--- config.mk ---
export PLATFORM = sky130hd
export DESIGN_NAME = urng_pair_fifo_flat
export DESIGN_NICKNAME = d
export VERILOG_FILES = /design/src/rtl/urng_pair_fifo_if.sv /design/src/rtl/urng_pair_fifo.sv /design/src/flat_wrapper.sv
export SDC_FILE = /design/constraint.sdc
export NUM_CORES = 1
export LEC_CHECK = 0
export ABC_AREA = 1
export BUFFER_PORTS_ARGS = -buffer_cell sky130_fd_sc_hd__buf_2
export CAP_MARGIN = 20
export CORE_ASPECT_RATIO = 0.5
export CORE_MARGIN = 4
export CORE_UTILIZATION = 48
export CTS_CLUSTER_DIAMETER = 30
export DETAILED_ROUTE_END_ITERATION = 8
export GPL_ROUTABILITY_DRIVEN = 0
export PLACE_DENSITY = 0.67
export SYNTH_ARGS = -nofsm -noshare
export SYNTH_HDL_FRONTEND = slang
export SYNTH_SLANG_ARGS = --single-unit
--- constraint.sdc ---
create_clock -name clk -period 4.1 [get_ports clk]
set_input_delay 0.41 -clock clk [delete_from_list [all_inputs] [get_ports clk]]
set_output_delay 0.41 -clock clk [all_outputs]
set_load 0.01 [all_outputs]
--- src/rtl/urng_pair_fifo_if.sv ---
// rtl/urng_pair_fifo_if.sv - uniform word input stream and u0/u1 pair output stream of urng_pair_fifo
interface urng_pair_fifo_if;
  logic        in_valid;
  logic [31:0] in_data;
  logic        in_ready;
  logic        out_valid;
  logic        out_ready;
  logic [47:0] u0;
  logic [15:0] u1;

  // Producer of words and consumer of pairs (generator + Box-Muller side).
  modport master (
    output in_valid,
    output in_data,
    output out_ready,
    input  in_ready,
    input  out_valid,
    input  u0,
    input  u1
  );

  // The pairing FIFO itself.
  modport slave (
    input  in_valid,
    input  in_data,
    input  out_ready,
    output in_ready,
    output out_valid,
    output u0,
    output u1
  );
endinterface

--- src/rtl/urng_pair_fifo.sv ---
// rtl/urng_pair_fifo.sv - packs 32-bit uniform word pairs into u0/u1 Box-Muller operands behind a small FIFO
// Optional macro U0_ZERO_GUARD_EN: replace an all-zero u0 with 48'h1 at push.
module urng_pair_fifo #(
  parameter int DEPTH  = 4,
  parameter int AW     = 2,
  parameter int DROP_W = 16
) (
  input  logic              clk,
  input  logic              rst,
  input  logic              flush,
  urng_pair_fifo_if.slave   bus,
  output logic [AW:0]       level,
  output logic [DROP_W-1:0] drop_cnt
);

  typedef enum logic {
    ST_EMPTY = 1'b0,
    ST_HALF  = 1'b1
  } state_t;

  localparam logic [AW:0] LEVEL_FULL = (AW+1)'(DEPTH);

  state_t              state_q, state_d;
  logic [31:0]         hold_q, hold_d;
  logic [AW-1:0]       wptr_q, wptr_d;
  logic [AW-1:0]       rptr_q, rptr_d;
  logic [AW:0]         level_q, level_d;
  logic [DROP_W-1:0]   drop_q, drop_d;
  logic [63:0]         mem_q [DEPTH];

  logic                half;
  logic                full;
  logic                in_ready;
  logic                out_valid;
  logic                accept;
  logic                pop;
  logic                push;
  logic                drop;
  logic [47:0]         packed_u0;
  logic [47:0]         store_u0;
  logic [63:0]         entry;

  assign half      = (state_q == ST_HALF);
  assign full      = (level_q == LEVEL_FULL);
  assign out_valid = (level_q != '0);

  // Completing a pair into a full FIFO is only safe when the head leaves this cycle.
  assign in_ready  = !half || !full || bus.out_ready;

  assign accept    = bus.in_valid && in_ready && !flush;
  assign pop       = out_valid && bus.out_ready && !flush;
  assign push      = accept && half;
  assign drop      = bus.in_valid && !in_ready && !flush;

  assign packed_u0 = {hold_q, bus.in_data[31:16]};

`ifdef U0_ZERO_GUARD_EN
  // The downstream -ln(u0) stage must never see zero.
  assign store_u0  = (packed_u0 == 48'h0) ? 48'h1 : packed_u0;
`else
  assign store_u0  = packed_u0;
`endif

  assign entry     = {store_u0, bus.in_data[15:0]};

  always_comb begin
    state_d = state_q;
    hold_d  = hold_q;
    if (flush) begin
      state_d = ST_EMPTY;
    end else if (accept) begin
      case (state_q)
        ST_EMPTY: begin
          hold_d  = bus.in_data;
          state_d = ST_HALF;
        end
        ST_HALF: begin
          state_d = ST_EMPTY;
        end
        default: begin
          state_d = ST_EMPTY;
        end
      endcase
    end
  end

  always_comb begin
    wptr_d  = wptr_q;
    rptr_d  = rptr_q;
    level_d = level_q;
    drop_d  = drop_q;
    if (flush) begin
      wptr_d  = '0;
      rptr_d  = '0;
      level_d = '0;
    end else begin
      if (push) begin
        wptr_d = wptr_q + 1'b1;
      end
      if (pop) begin
        rptr_d = rptr_q + 1'b1;
      end
      case ({push, pop})
        2'b10:   level_d = level_q + 1'b1;
        2'b01:   level_d = level_q - 1'b1;
        default: level_d = level_q;
      endcase
      if (drop && (drop_q != '1)) begin
        drop_d = drop_q + 1'b1;
      end
    end
  end

  always_ff @(posedge clk or negedge rst) begin
    if (!rst) begin
      state_q <= ST_EMPTY;
      hold_q  <= '0;
      wptr_q  <= '0;
      rptr_q  <= '0;
      level_q <= '0;
      drop_q  <= '0;
    end else begin
      state_q <= state_d;
      hold_q  <= hold_d;
      wptr_q  <= wptr_d;
      rptr_q  <= rptr_d;
      level_q <= level_d;
      drop_q  <= drop_d;
    end
  end

  // Flush leaves the array untouched; only the pointers forget it.
  always_ff @(posedge clk or negedge rst) begin
    if (!rst) begin
      for (int i = 0; i < DEPTH; i++) begin
        mem_q[i] <= '0;
      end
    end else if (push && !flush) begin
      mem_q[wptr_q] <= entry;
    end
  end

  assign bus.in_ready  = in_ready;
  assign bus.out_valid = out_valid;
  assign bus.u0        = mem_q[rptr_q][63:16];
  assign bus.u1        = mem_q[rptr_q][15:0];
  assign level         = level_q;
  assign drop_cnt      = drop_q;

endmodule
--- src/flat_wrapper.sv ---
// flat-port wrapper written by rule: the top's interface ports become plain ports
module urng_pair_fifo_flat 
#(
  parameter int DEPTH  = 4,
  parameter int AW     = 2,
  parameter int DROP_W = 16
)
  (clk, rst, flush, level, drop_cnt, bus_in_valid, bus_in_data, bus_out_ready, bus_in_ready, bus_out_valid, bus_u0, bus_u1);
  urng_pair_fifo_if bus_i ();
  input  logic clk;
  input  logic rst;
  input  logic flush;
  output logic [AW:0] level;
  output logic [DROP_W-1:0] drop_cnt;
  input wire logic [$bits(bus_i.in_valid)-1:0] bus_in_valid;
  input wire logic [$bits(bus_i.in_data)-1:0] bus_in_data;
  input wire logic [$bits(bus_i.out_ready)-1:0] bus_out_ready;
  output wire logic [$bits(bus_i.in_ready)-1:0] bus_in_ready;
  output wire logic [$bits(bus_i.out_valid)-1:0] bus_out_valid;
  output wire logic [$bits(bus_i.u0)-1:0] bus_u0;
  output wire logic [$bits(bus_i.u1)-1:0] bus_u1;
  assign bus_i.in_valid = bus_in_valid;
  assign bus_i.in_data = bus_in_data;
  assign bus_i.out_ready = bus_out_ready;
  assign bus_in_ready = bus_i.in_ready;
  assign bus_out_valid = bus_i.out_valid;
  assign bus_u0 = bus_i.u0;
  assign bus_u1 = bus_i.u1;
  urng_pair_fifo #(.DEPTH(DEPTH), .AW(AW), .DROP_W(DROP_W)) u_core (.clk(clk), .rst(rst), .flush(flush), .bus(bus_i), .level(level), .drop_cnt(drop_cnt));
endmodule
Word-level counts from Yosys, hierarchy flattened
Cells that the tools add are included.
Widths: inputs -> output; s select.
- register bits after elaboration: 312
- input port bits: 37
- output and inout bits: 85
- logic and storage cells: 64
- $add $sub $neg: 5
- order comparisons: 3
- equal/unequal tests: 4
- multiplexer cells: 15
- bitwise logic cells: 4
- reductions and logical operators: 23
- operators with widths (kind ; number):
    $bwmux 256 ; 1
    $mux 64 ; 3
    $bmux 64 s2 ; 1
    $demux 64 s2 ; 1
    $add 16x1->16 const B ; 1
    $ne 16x16->1 const B ; 1
    $logic_and 1x1->1 ; 10
    $mux 2 ; 4
    $ge 3x3->1 const B ; 2
    $not 2->3 ; 2
    $pmux 3 s2 ; 1
    $reduce_bool 2->1 ; 3
    $reduce_bool 3->1 ; 2
    $add 2x1->2 const B ; 2
    $logic_not 1->1 ; 4
    $add 3x1->3 const B ; 1
    $eq 3x3->1 const B ; 1
    $lt 3x1->1 const B ; 1
    $mux 3 ; 1
    $reduce_and 3->1 ; 1
    $sub 3x1->3 const B ; 1
    $eq 2x1->1 const B ; 1
    $eq 2x2->1 const B ; 1
    $logic_or 1x1->1 ; 2
    other kinds (4) ; 6

Logic depth before layout (Yosys ltp)
Gate-level depths: netlist of run 1.
- depth in word-level cells: 10
- gate-level depth with buffers: 13
- mapped depth without buffers: 13

Worst setup path after synthesis of run 1
No wires, ideal clock.
- path type: reg2reg
- start: reg u_core.level_q[0], in the netlist u_core.level[0]
- end: reg u_core.level_q[2], in the netlist u_core.level[2]
- setup time: 0.117 ns
- arrival time: 1.924 ns
- required time: 3.983 ns
- setup slack: 2.059 ns
- stages on the path, launching flop included: 14
- buffers on the path: 0
- clock period less this slack: 2.041 ns
- path through: dfrtp_1 > nor2_2 > nand2_1 > nand3_1 > inv_1 > nand2_2 > inv_1 > fa_1 > xnor2_1 > inv_1 > nand2_1 > nand2_1 > nand2_1 > nand2_1
- elaborated cells between the ends (all ways): 17
- those cells by class: add/sub (2); eq/ne (3); mux (2); reduce/logical (10)
- RTL lines (what ; RTL line ; text):
    start, declared ; urng_pair_fifo.sv:27 ; logic [AW:0] level_q, level_d;
    start signal, assigned ; urng_pair_fifo.sv:127 ; level_q <= level_d;
    $reduce_bool 3->1 * ; urng_pair_fifo.sv:45 ; assign out_valid = (level_q != '0);
    via bus_out_valid ; flat_wrapper.sv:19 ; output wire logic [$bits(bus_i.out_valid)-1:0] bus_out_valid;
    $logic_and 1x1->1 * (2 in series) ; urng_pair_fifo.sv:51 ; assign pop = out_valid && bus.out_ready && !flush;
    $eq 2x1->1 / $eq 2x2->1 (equally long branches) ; urng_pair_fifo.sv:103 ; case ({push, pop})
    $pmux 3 s2 ; urng_pair_fifo.sv:103 ;
    $mux 3 ; urng_pair_fifo.sv:92 ; if (flush) begin
Mark *: on every way through the listed nets, which the timed path passes. The rest lies on a longest branch.
A chain may end at the register's enable or synchronous reset.

Final worst setup path of run 1
- start: reg u_core.rptr_q[0]
- end: out bus_u0[27]
- word-level cells in the longest chain between the ends: 4
- ends and longest elaborated chain (what ; RTL line ; text):
    start, declared ; urng_pair_fifo.sv:26 ; logic [AW-1:0] rptr_q, rptr_d;
    start signal, assigned ; urng_pair_fifo.sv:126 ; rptr_q <= rptr_d;
    $not 2->3 (not written as such) ; urng_pair_fifo.sv:145 ; assign bus.u0 = mem_q[rptr_q][63:16];
    $bmux 64 s2 ; urng_pair_fifo.sv:145 ;
    $mux 64 (not written as such) (2 in series) ; urng_pair_fifo.sv:145 ;
    end, declared ; flat_wrapper.sv:20 ; output wire logic [$bits(bus_i.u0)-1:0] bus_u0;
No other way between the ends. The select of a mux whose other input is x is not followed.

==> results of run 1 <==
-- registers in the layout (all words and copies together), names as in the netlist --
name,cells
u_core.mem_q,256
u_core.hold_q,32
u_core.drop_cnt,16
u_core.level,3
u_core.rptr_q,2
u_core.wptr_q,2
u_core.half,1
-- synth_stat cells (all sizes together) (3+ instances only) --
master and n:
a21oi 3, dfrtp 312, xnor2 4, ha 5
inv 92, nor2 142, buf 73, o22ai 64
clkbuf 34, nand3 19, xor2 8, nor3 9
o21ai 429, nand2 354
-- kinds of logic after synthesis --
group / count (synthesis) / synth area share, %
xor gates and xnor gates: 12 / 0.758
AOI/OAI and AO/OA: 496 / 18.9
adders and majority gates: 6 / 0.595
buffers and inverters: 199 / 8.33
DFF: 312 / 56.3
and+or+nand+nor: 526 / 15.2
-- path summary, 6_finish.rpt --
kind	from	end	slack (ns)	depth (start not counted)
max	u_core.rptr_q[0]	bus_u0[27]	0.85	4
min in group asynchronous	rst	u_core.drop_cnt[14]	0.48	2
max in group asynchronous	rst	u_core.mem_q[119]	2.48	3
min reg2reg	u_core.mem_q[102]	u_core.mem_q[102]	0.48	2
max reg2reg	u_core.level[0]	u_core.mem_q[121]	1.75	8
min	bus_out_ready	u_core.rptr_q[0]	0.16	3
-- cell type report --
type                    instances  area, um^2  area share [%]
clock buffers                  46        1090            6.83
clock inverters                32         463            2.91
inverters                      92         354            2.22
multi-input cells            1040        4910            30.8
flip-flops and latches        312        7810            49.0
well taps                     382         478            3.00
repair buffers                137         821            5.15
-- timing repair --
action                                 in CTS  in global routing
endpoints found under the hold margin      92                  0
hold buffers                                1                  0
setup endpoints to repair                   0                  0
-- metal layers --
layer	vias up	global-route usage, %
li1	5320	-
met1	5559	32.2
met2	378	38.2
met3	64	5.55
met4	2	6.69
met5	-	0
-- worst register-to-register path, cell delays in order, from the launching register on --
cell and delay [ns]:
dfrtp_1 0.44, nor2_2 0.20, nand3_4 0.11, nand3_4 0.11, inv_6 0.07, nand2_4 0.64, buf_4 0.52, nand2_1 0.12
o21ai_1 0.09
-- stage by stage --
stage | hold WS (ns) | worst slack, ns | instance area, um^2
finish | 0.164 | 0.853 | 15900
global placement | 0.459 | 1.49 | 14300
floorplan | 0.114 | 2.06 | 13900
CTS | 0.132 | 0.879 | 15900
detailed placement | 0.467 | 1.46 | 14300
global route | 0.163 | 0.738 | 15900
-- report_power, final --
part           leakage, nW  total, W  switching [W]  internal [W]
logic                 2.86   0.00122       0.000763      0.000460
registers             4.17   0.00370       0.000246       0.00345
clock network        0.748   0.00399        0.00150       0.00248
==> results.py, run 1 <==
metrics = {
    "global_routing": {
        "grt_util_all_layers_pct": 23.6,
        "gr-total-overflow": 0,
        "grt_max_degree": 116,
        "first_global_vias": 11400,
        "grt_pass1_wl_mm": 60.8,
        "antenna_found_initial": 1,
    },
    "routing": {
        "dr_wl_met2_mm": 17.3,
        "via_per_inst": 5.55,
        "drc": 0,
        "wl_mm": 37.1,
        "highest_layer": "met5",
        "drtIter0Drc": 1123,
        "drtAntennaViolNets": 0,
        "wl_met1_mm": 16.3,
        "vias": 11300,
        "wl_per_cell_um": 18.2,
        "met3_length_mm": 2.69,
        "drt_pass1_iterations": 5,
    },
    "setup_path": {
        "critPathBufInv": 2,
        "crit_chain": "buf_4 -> o21ai_0 -> o22ai_1 -> buf_2",
        "critPathMaxFanout": 92,
        "start_kind": "flip-flop",
        "critPathKind": "reg -> out",
        "cp.required_ns": 3.69,
        "slowest_stage": "buf_4",
        "arrival_ns": 2.84,
        "crit_family": "buffers and inverters",
        "cp-end-kind": "output port",
        "critical-path-max-stage-delay_ns": 0.77,
    },
    "synth": {
        "synthArstFlopShare_pct": 100,
        "synth_flop_cell": "dfrtp_1",
        "ys_seq_area_share_pct": 56.3,
        "synth_edf_count": 0,
        "ys_warn_count": 0,
        "synth_seq_cells": 312,
        "synth_top_area_share_pct": 56.3,
        "ys_types": 31,
        "synth_nets": 1594,
        "synth_top_cells_by_area": "dfrtp_1 (56%), nand2_1 (9.4%), o21ai_1 (8.9%), o21ai_0 (6.1%), nor2_1 (3.8%)",
        "synthCells": 1551,
        "avgSynthCellArea_um2": 8.94,
        "syn_area_mm2": 0.0139,
        "synth_top_area_cell": "dfrtp_1",
    },
    "layout": {
        "drive_gt1_share_pct": 15.0,
        "final_nets": 1669,
        "nFillCells": 2506,
        "final_common_cell": "nand2_1",
        "area_delta_synth_final_pct": 14.8,
        "instances_no_fill": 2041,
        "final_cell_mix": "nand2_1 (348), dfrtp_1 (310), o21ai_1 (246)",
        "diodes": 0,
        "final_util_pct": 56.7,
    },
    "floorplanning": {
        "initial_utilization_pct": 49.4,
        "ios": 122,
        "row_count": 43,
        "fp.dieArea_mm2": 0.0318,
        "die_h_um": 128,
        "design.core.area_mm2": 0.0281,
        "die_w_um": 248,
    },
    "sta": {
        "drv_slew": 0,
        "setup_violations": 0,
        "skew_ns": 0.0235,
        "rsz0062_at_grt": "no",
        "finalHoldViolations": 0,
        "worstMarginPinSlew_ns": 0.958,
        "setup_tns_ns": 0,
        "fmax_ghz": 0.308,
        "fin_crit_sh_pct": 79.2,
        "min_period_ns": 3.25,
        "relSlewSlack_pct": 36.1,
    },
    "clocking": {
        "cts_buffer_depth": 3,
        "cts_root_buffer": "clkbuf_16",
        "cts_resized": 0,
        "cts_sinks": 312,
        "cts_setup_buffers": 0,
        "clkTransAtPathRegs_ns": 0.05,
        "clk-insertion-delay-late_ns": 0.55,
        "numCtsBuffers": 43,
        "htreeDepth": 2,
        "cts_tree": "built",
    },
    "min_path": {
        "hold_class": "in -> reg",
    },
    "outcome": {
        "outcome": "finished clean",
    },
    "placed_design": {
        "port_buffers": 121,
        "place_inst": 1961,
        "dp_hpwl_mm": 22.6,
    },
    "power_and_ir_drop": {
        "power_density_mw_per_mm2": 559,
        "p_leak_nw": 7.77,
        "power_w": 0.00891,
        "ir_drop_uv": 297,
    },
    "job": {
        "cap_violations": 0,
    },
}
Note: power is estimated with default switching activity, not from simulation.
==> run 2, diff against run 1 <==
==> constraint.sdc (replaced) <==
create_clock -name clk -period 3.1 [get_ports clk]
set_input_delay 0.31 -clock clk [delete_from_list [all_inputs] [get_ports clk]]
set_output_delay 0.31 -clock clk [all_outputs]
set_load 0.01 [all_outputs]
==> results.py, run 2 (synthesized netlist as in run 1, its figures left out) <==
metrics = {
    "outcome": {
        "outcome": "finished clean",
    },
    "global_routing": {
        "first_global_vias": 11300,
        "antenna_found_initial": 0,
        "gr-total-overflow": 0,
        "grt_pass1_wl_mm": 59.8,
        "grt_util_all_layers_pct": 23.1,
        "grt_max_degree": 109,
    },
    "min_path": {
        "min_from": "bus_in_valid",
        "min_to": "u_core.half",
        "whs_path_depth": 3,
        "hold_class": "in -> reg",
    },
    "setup_path": {
        "critPathMaxFanout": 103,
        "cp.required_ns": 2.79,
        "r2r_slack_ns": 0.95,
        "critPathKind": "reg -> out",
        "cp-end-kind": "output port",
        "timing.rr.end": "u_core.level[2]",
        "arrival_ns": 2.32,
        "r2r_start": "u_core.level[0]",
        "start_kind": "flip-flop",
        "critical-path-max-stage-delay_ns": 0.63,
        "slowest_stage": "dfrtp_4",
        "ff2ff_path_depth": 13,
        "crit_chain": "buf_12 -> o21ai_0 -> o22ai_1 -> buf_2",
    },
    "power_and_ir_drop": {
        "power_density_mw_per_mm2": 706,
        "ir_drop_uv": 372,
        "power_w": 0.0112,
        "p_leak_nw": 7.71,
    },
    "sta": {
        "relSlewSlack_pct": 53.4,
        "finalHoldViolations": 0,
        "worstMarginPinSlew_ns": 0.699,
        "drv_slew": 0,
        "hold-worst-slack_ns": 0.0844,
        "setup_violations": 0,
        "setup_tns_ns": 0,
        "rsz0062_at_grt": "no",
        "min_period_ns": 2.63,
        "fin_crit_sh_pct": 84.8,
        "skew_ns": 0.0181,
        "fmax_ghz": 0.381,
    },
    "layout": {
        "instances_no_fill": 2046,
        "final_common_cell": "nand2_1",
        "drive_gt1_share_pct": 15.3,
        "diodes": 0,
        "post-route-cell-area_mm2": 0.0158,
        "final_cell_mix": "nand2_1 (348), dfrtp_1 (310), o21ai_1 (246)",
        "top_register": "u_core.mem_q",
        "final_nets": 1676,
        "largest_register_ffs": 256,
        "area_delta_synth_final_pct": 14.0,
    },
    "floorplanning": {
        "fp.dieArea_mm2": 0.0318,
        "row_count": 43,
        "initial_utilization_pct": 49.4,
        "ios": 122,
        "die_h_um": 128,
        "die_w_um": 248,
        "design.core.area_mm2": 0.0281,
    },
    "placed_design": {
        "place_inst": 1970,
        "postPlaceCellArea_mm2": 0.0144,
        "port_buffers": 121,
        "dp_hpwl_mm": 22.9,
    },
    "routing": {
        "drt_pass1_iterations": 6,
        "wl_mm": 36.6,
        "drc": 0,
        "via_per_inst": 5.48,
        "wl_per_cell_um": 17.9,
        "vias": 11200,
        "drtIter0Drc": 1003,
        "drtAntennaViolNets": 0,
    },
    "clocking": {
        "cts_resized": 0,
        "clkTransAtPathRegs_ns": 0.06,
        "cts_root_buffer": "clkbuf_16",
        "cts_tree": "built",
        "numCtsBuffers": 42,
        "clk-insertion-delay-late_ns": 0.54,
        "cts_setup_buffers": 0,
        "cts_sinks": 312,
        "cts_buffer_depth": 3,
        "htreeDepth": 2,
    },
    "job": {
        "cap_violations": 0,
    },
}
## run 2: final cells by class
type	instances	area, um^2
inverter	92	354
sequential	312	7810
multi-input combinational	1040	4910
timing repair buffer	145	898
tap	382	478
clock buffer	50	1140
fill	2520	12300
clock inverter	25	219
## run 2: per-layer routing
metal	vias to the layer above	global-route usage [%]	wire, um	part of all wire, %
met5	-	0	0	0
met4	0	6.36	734	2.0
met3	61	5.68	2540	6.9
met2	336	36.8	16600	45
met1	5492	32.0	16700	46
li1	5315	-	-	-
## run 2: worst max-delay path, delay by kind of cell, from the launching register on
kind,cells,cell delay [ns]
buffers and inverters,2,0.58
DFF,1,0.63
AOI/OAI and AO/OA,2,0.47
## run 2: worst max path at each step
stage / startpoint / to / cells after the start / slack (ns)
final: u_core.rptr_q[0] / bus_u0[17] / 4 / 0.47
after global routing: u_core.rptr_q[0] / bus_u1[9] / 5 / 0.36
after CTS: u_core.rptr_q[0] / bus_u0[17] / 4 / 0.49
after detailed placement: u_core.level[0] / u_core.level[2] / 13 / 0.97
after global placement: u_core.level[0] / u_core.level[2] / 13 / 1.01
after floorplan: u_core.level[0] / u_core.level[2] / 13 / 1.06
## run 2: stage by stage
stage	util, %	worst slack, ns
2_1_floorplan	-	1.06
3_3_place_gp	51.4	1.01
3_5_place_dp	51.4	0.973
4_1_cts	56.3	0.490
5_1_grt	56.3	0.363
6_report	56.3	0.472
## run 2: what timing repair did
action	CTS	global route
setup endpoints to repair	0	0
hold endpoints to repair	72	0
hold buffers	1	0
## run 2: where the power goes
group          internal [W]  total, W  switching, W
Clock               0.00276   0.00465       0.00189
Combinational      0.000614   0.00161       0.00100
Sequential          0.00457   0.00490      0.000332
Total               0.00794    0.0112       0.00322
==> run 3, diff against run 2 <==
==> constraint.sdc (replaced) <==
create_clock -name clk -period 2.6 [get_ports clk]
set_input_delay 0.26 -clock clk [delete_from_list [all_inputs] [get_ports clk]]
set_output_delay 0.26 -clock clk [all_outputs]
set_load 0.01 [all_outputs]
==> results.py, run 3 (synthesized netlist as in run 1, its figures left out) <==
metrics = {
    "power_and_ir_drop": {
        "sequentialPowerShare_pct": 44.1,
        "ir_drop_uv": 401,
        "p_switching_w": 0.00374,
        "sw_frac_of_total_pct": 28.2,
        "power.internal_w": 0.00950,
        "p_leak_nw": 7.77,
        "clkPwrFrac_pct": 41.2,
        "pwr-share-comb_pct": 14.7,
        "power_density_mw_per_mm2": 832,
    },
    "clocking": {
        "cts_sinks": 312,
        "clk-insertion-delay-late_ns": 0.53,
        "numCtsBuffers": 39,
        "cts_buffer_depth": 3,
        "cts_setup_buffers": 0,
        "htreeDepth": 2,
        "cts_tree": "built",
        "clkTransAtPathRegs_ns": 0.05,
        "cts_root_buffer": "clkbuf_16",
    },
    "min_path": {
        "min_to": "u_core.rptr_q[0]",
        "hold_class": "in -> reg",
        "whs_path_depth": 3,
        "min_from": "bus_out_ready",
    },
    "sta": {
        "fmax_ghz": 0.404,
        "drv_slew": 0,
        "skew_ns": 0.0133,
        "min_period_ns": 2.48,
        "rsz0062_at_grt": "no",
        "finalHoldViolations": 0,
        "worstMarginPinSlew_ns": 0.627,
        "fin_crit_sh_pct": 95.3,
        "setup_violations": 0,
        "hold-worst-slack_ns": 0.0334,
        "relSlewSlack_pct": 58.2,
        "setup_tns_ns": 0,
    },
    "routing": {
        "vias": 11200,
        "wl_mm": 36.5,
        "wl_per_cell_um": 17.9,
        "drtIter0Drc": 872,
        "drtAntennaViolNets": 0,
        "drt_pass1_iterations": 5,
        "via_per_inst": 5.49,
        "drc": 0,
    },
    "setup_path": {
        "cp.required_ns": 2.34,
        "r2r_start": "u_core.level[0]",
        "start_kind": "flip-flop",
        "crit_start": "u_core.rptr_q[0]",
        "cp-end-kind": "output port",
        "r2r_slack_ns": 0.43,
        "critPathMaxFanout": 129,
        "critPathKind": "reg -> out",
        "arrival_ns": 2.22,
        "ff2ff_path_depth": 13,
        "timing.rr.end": "u_core.level[2]",
    },
    "floorplanning": {
        "design.core.area_mm2": 0.0281,
        "initial_utilization_pct": 49.4,
        "row_count": 43,
        "ios": 122,
        "die_h_um": 128,
        "fp.dieArea_mm2": 0.0318,
        "die_w_um": 248,
    },
    "layout": {
        "top_register": "u_core.mem_q",
        "final_common_cell": "nand2_1",
        "diodes": 0,
        "final_nets": 1673,
        "drive_gt1_share_pct": 14.9,
        "area_delta_synth_final_pct": 14.6,
        "final_cell_mix": "nand2_1 (348), dfrtp_1 (310), o21ai_1 (246)",
        "post-route-cell-area_mm2": 0.0159,
        "largest_register_ffs": 256,
    },
    "global_routing": {
        "gr-total-overflow": 0,
        "grt_max_degree": 130,
        "gr-usage-met2_pct": 36.2,
        "first_global_vias": 11300,
        "grt_pass1_wl_mm": 59.8,
        "antenna_found_initial": 4,
        "met3_usage_pct": 7.80,
        "top_usage_layer": "met2",
        "met1_usage_pct": 31.0,
        "grt_util_all_layers_pct": 23.2,
    },
    "placed_design": {
        "port_buffers": 121,
        "dp_hpwl_mm": 22.9,
        "postPlaceCellArea_mm2": 0.0146,
    },
    "outcome": {
        "outcome": "finished clean",
    },
    "job": {
        "cap_violations": 0,
    },
}
run 3: cell types whose count changed in the layout (fill, tap and decap cells not counted), moves of 2 or more:
cell and change:
buf_12 +8, clkinvlp_4 -6, clkinv_2 +2, buf_4 -9, clkbuf_16 -2, bufinv_16 +2
clkinv_4 +2, inv_6 -4
run 3: power by group through the flow:
| stage | clock network [W] | registers [W] | logic [W] |
|---|---|---|---|
| 2_1_floorplan | 0 | 0.00575 | 0.00120 |
| 3_3_place_gp | 0 | 0.00588 | 0.00191 |
| 3_5_place_dp | 0 | 0.00590 | 0.00196 |
| 4_1_cts | 0.00556 | 0.00582 | 0.00198 |
| 5_1_grt | 0.00579 | 0.00590 | 0.00220 |
| 6_report | 0.00546 | 0.00584 | 0.00194 |
run 3: worst max path at each step:
stage                 endpoint  slack (ns)  cells after the start
5_1_grt             bus_u0[22]       0.005                      5
3_5_place_dp   u_core.level[2]        0.43                     13
3_3_place_gp   u_core.level[2]        0.53                     13
4_1_cts              bus_u1[9]        0.09                      4
2_1_floorplan  u_core.level[2]        0.56                     13
6_report             bus_u1[9]        0.12                      4
run 3: metal layers:
| layer | share of wire (%) | up-vias |
|---|---|---|
| li1 | - | 5320 |
| met1 | 44 | 5468 |
| met2 | 45 | 333 |
| met3 | 8.6 | 74 |
| met4 | 2.7 | 6 |
| met5 | 0.11 | - |
run 3: through the flow:
step	cells	setup WS [ns]	util (%)	total power (W)
2_1_floorplan	1551	0.559	-	0.00695
3_3_place_gp	1970	0.532	51.8	0.00779
3_5_place_dp	1970	0.427	51.8	0.00787
4_1_cts	2041	0.0860	56.6	0.0134
5_1_grt	2041	0.00492	56.6	0.0139
6_report	2041	0.122	56.6	0.0132
run 3: what timing repair did:
item | CTS | global route
hold buffers | 1 | 0
endpoints found under the setup margin | 0 | 1
gates resized for setup | 0 | 1
endpoints found under the hold margin | 54 | 0
run 3: critical path: stages, from the launching register on:
cell	delay, ns
dfrtp_4	0.44
buf_16	0.43
o21ai_0	0.17
o22ai_1	0.41
buf_2	0.22
run 3: final cells by class:
class	instances	area, um^2
fillers	2469	12200
flip-flops and latches	312	7810
multi-input cells	1040	4910
clock buffers	48	1080
repair buffers	145	1020
well taps	382	478
inverters	92	354
clock inverters	22	243
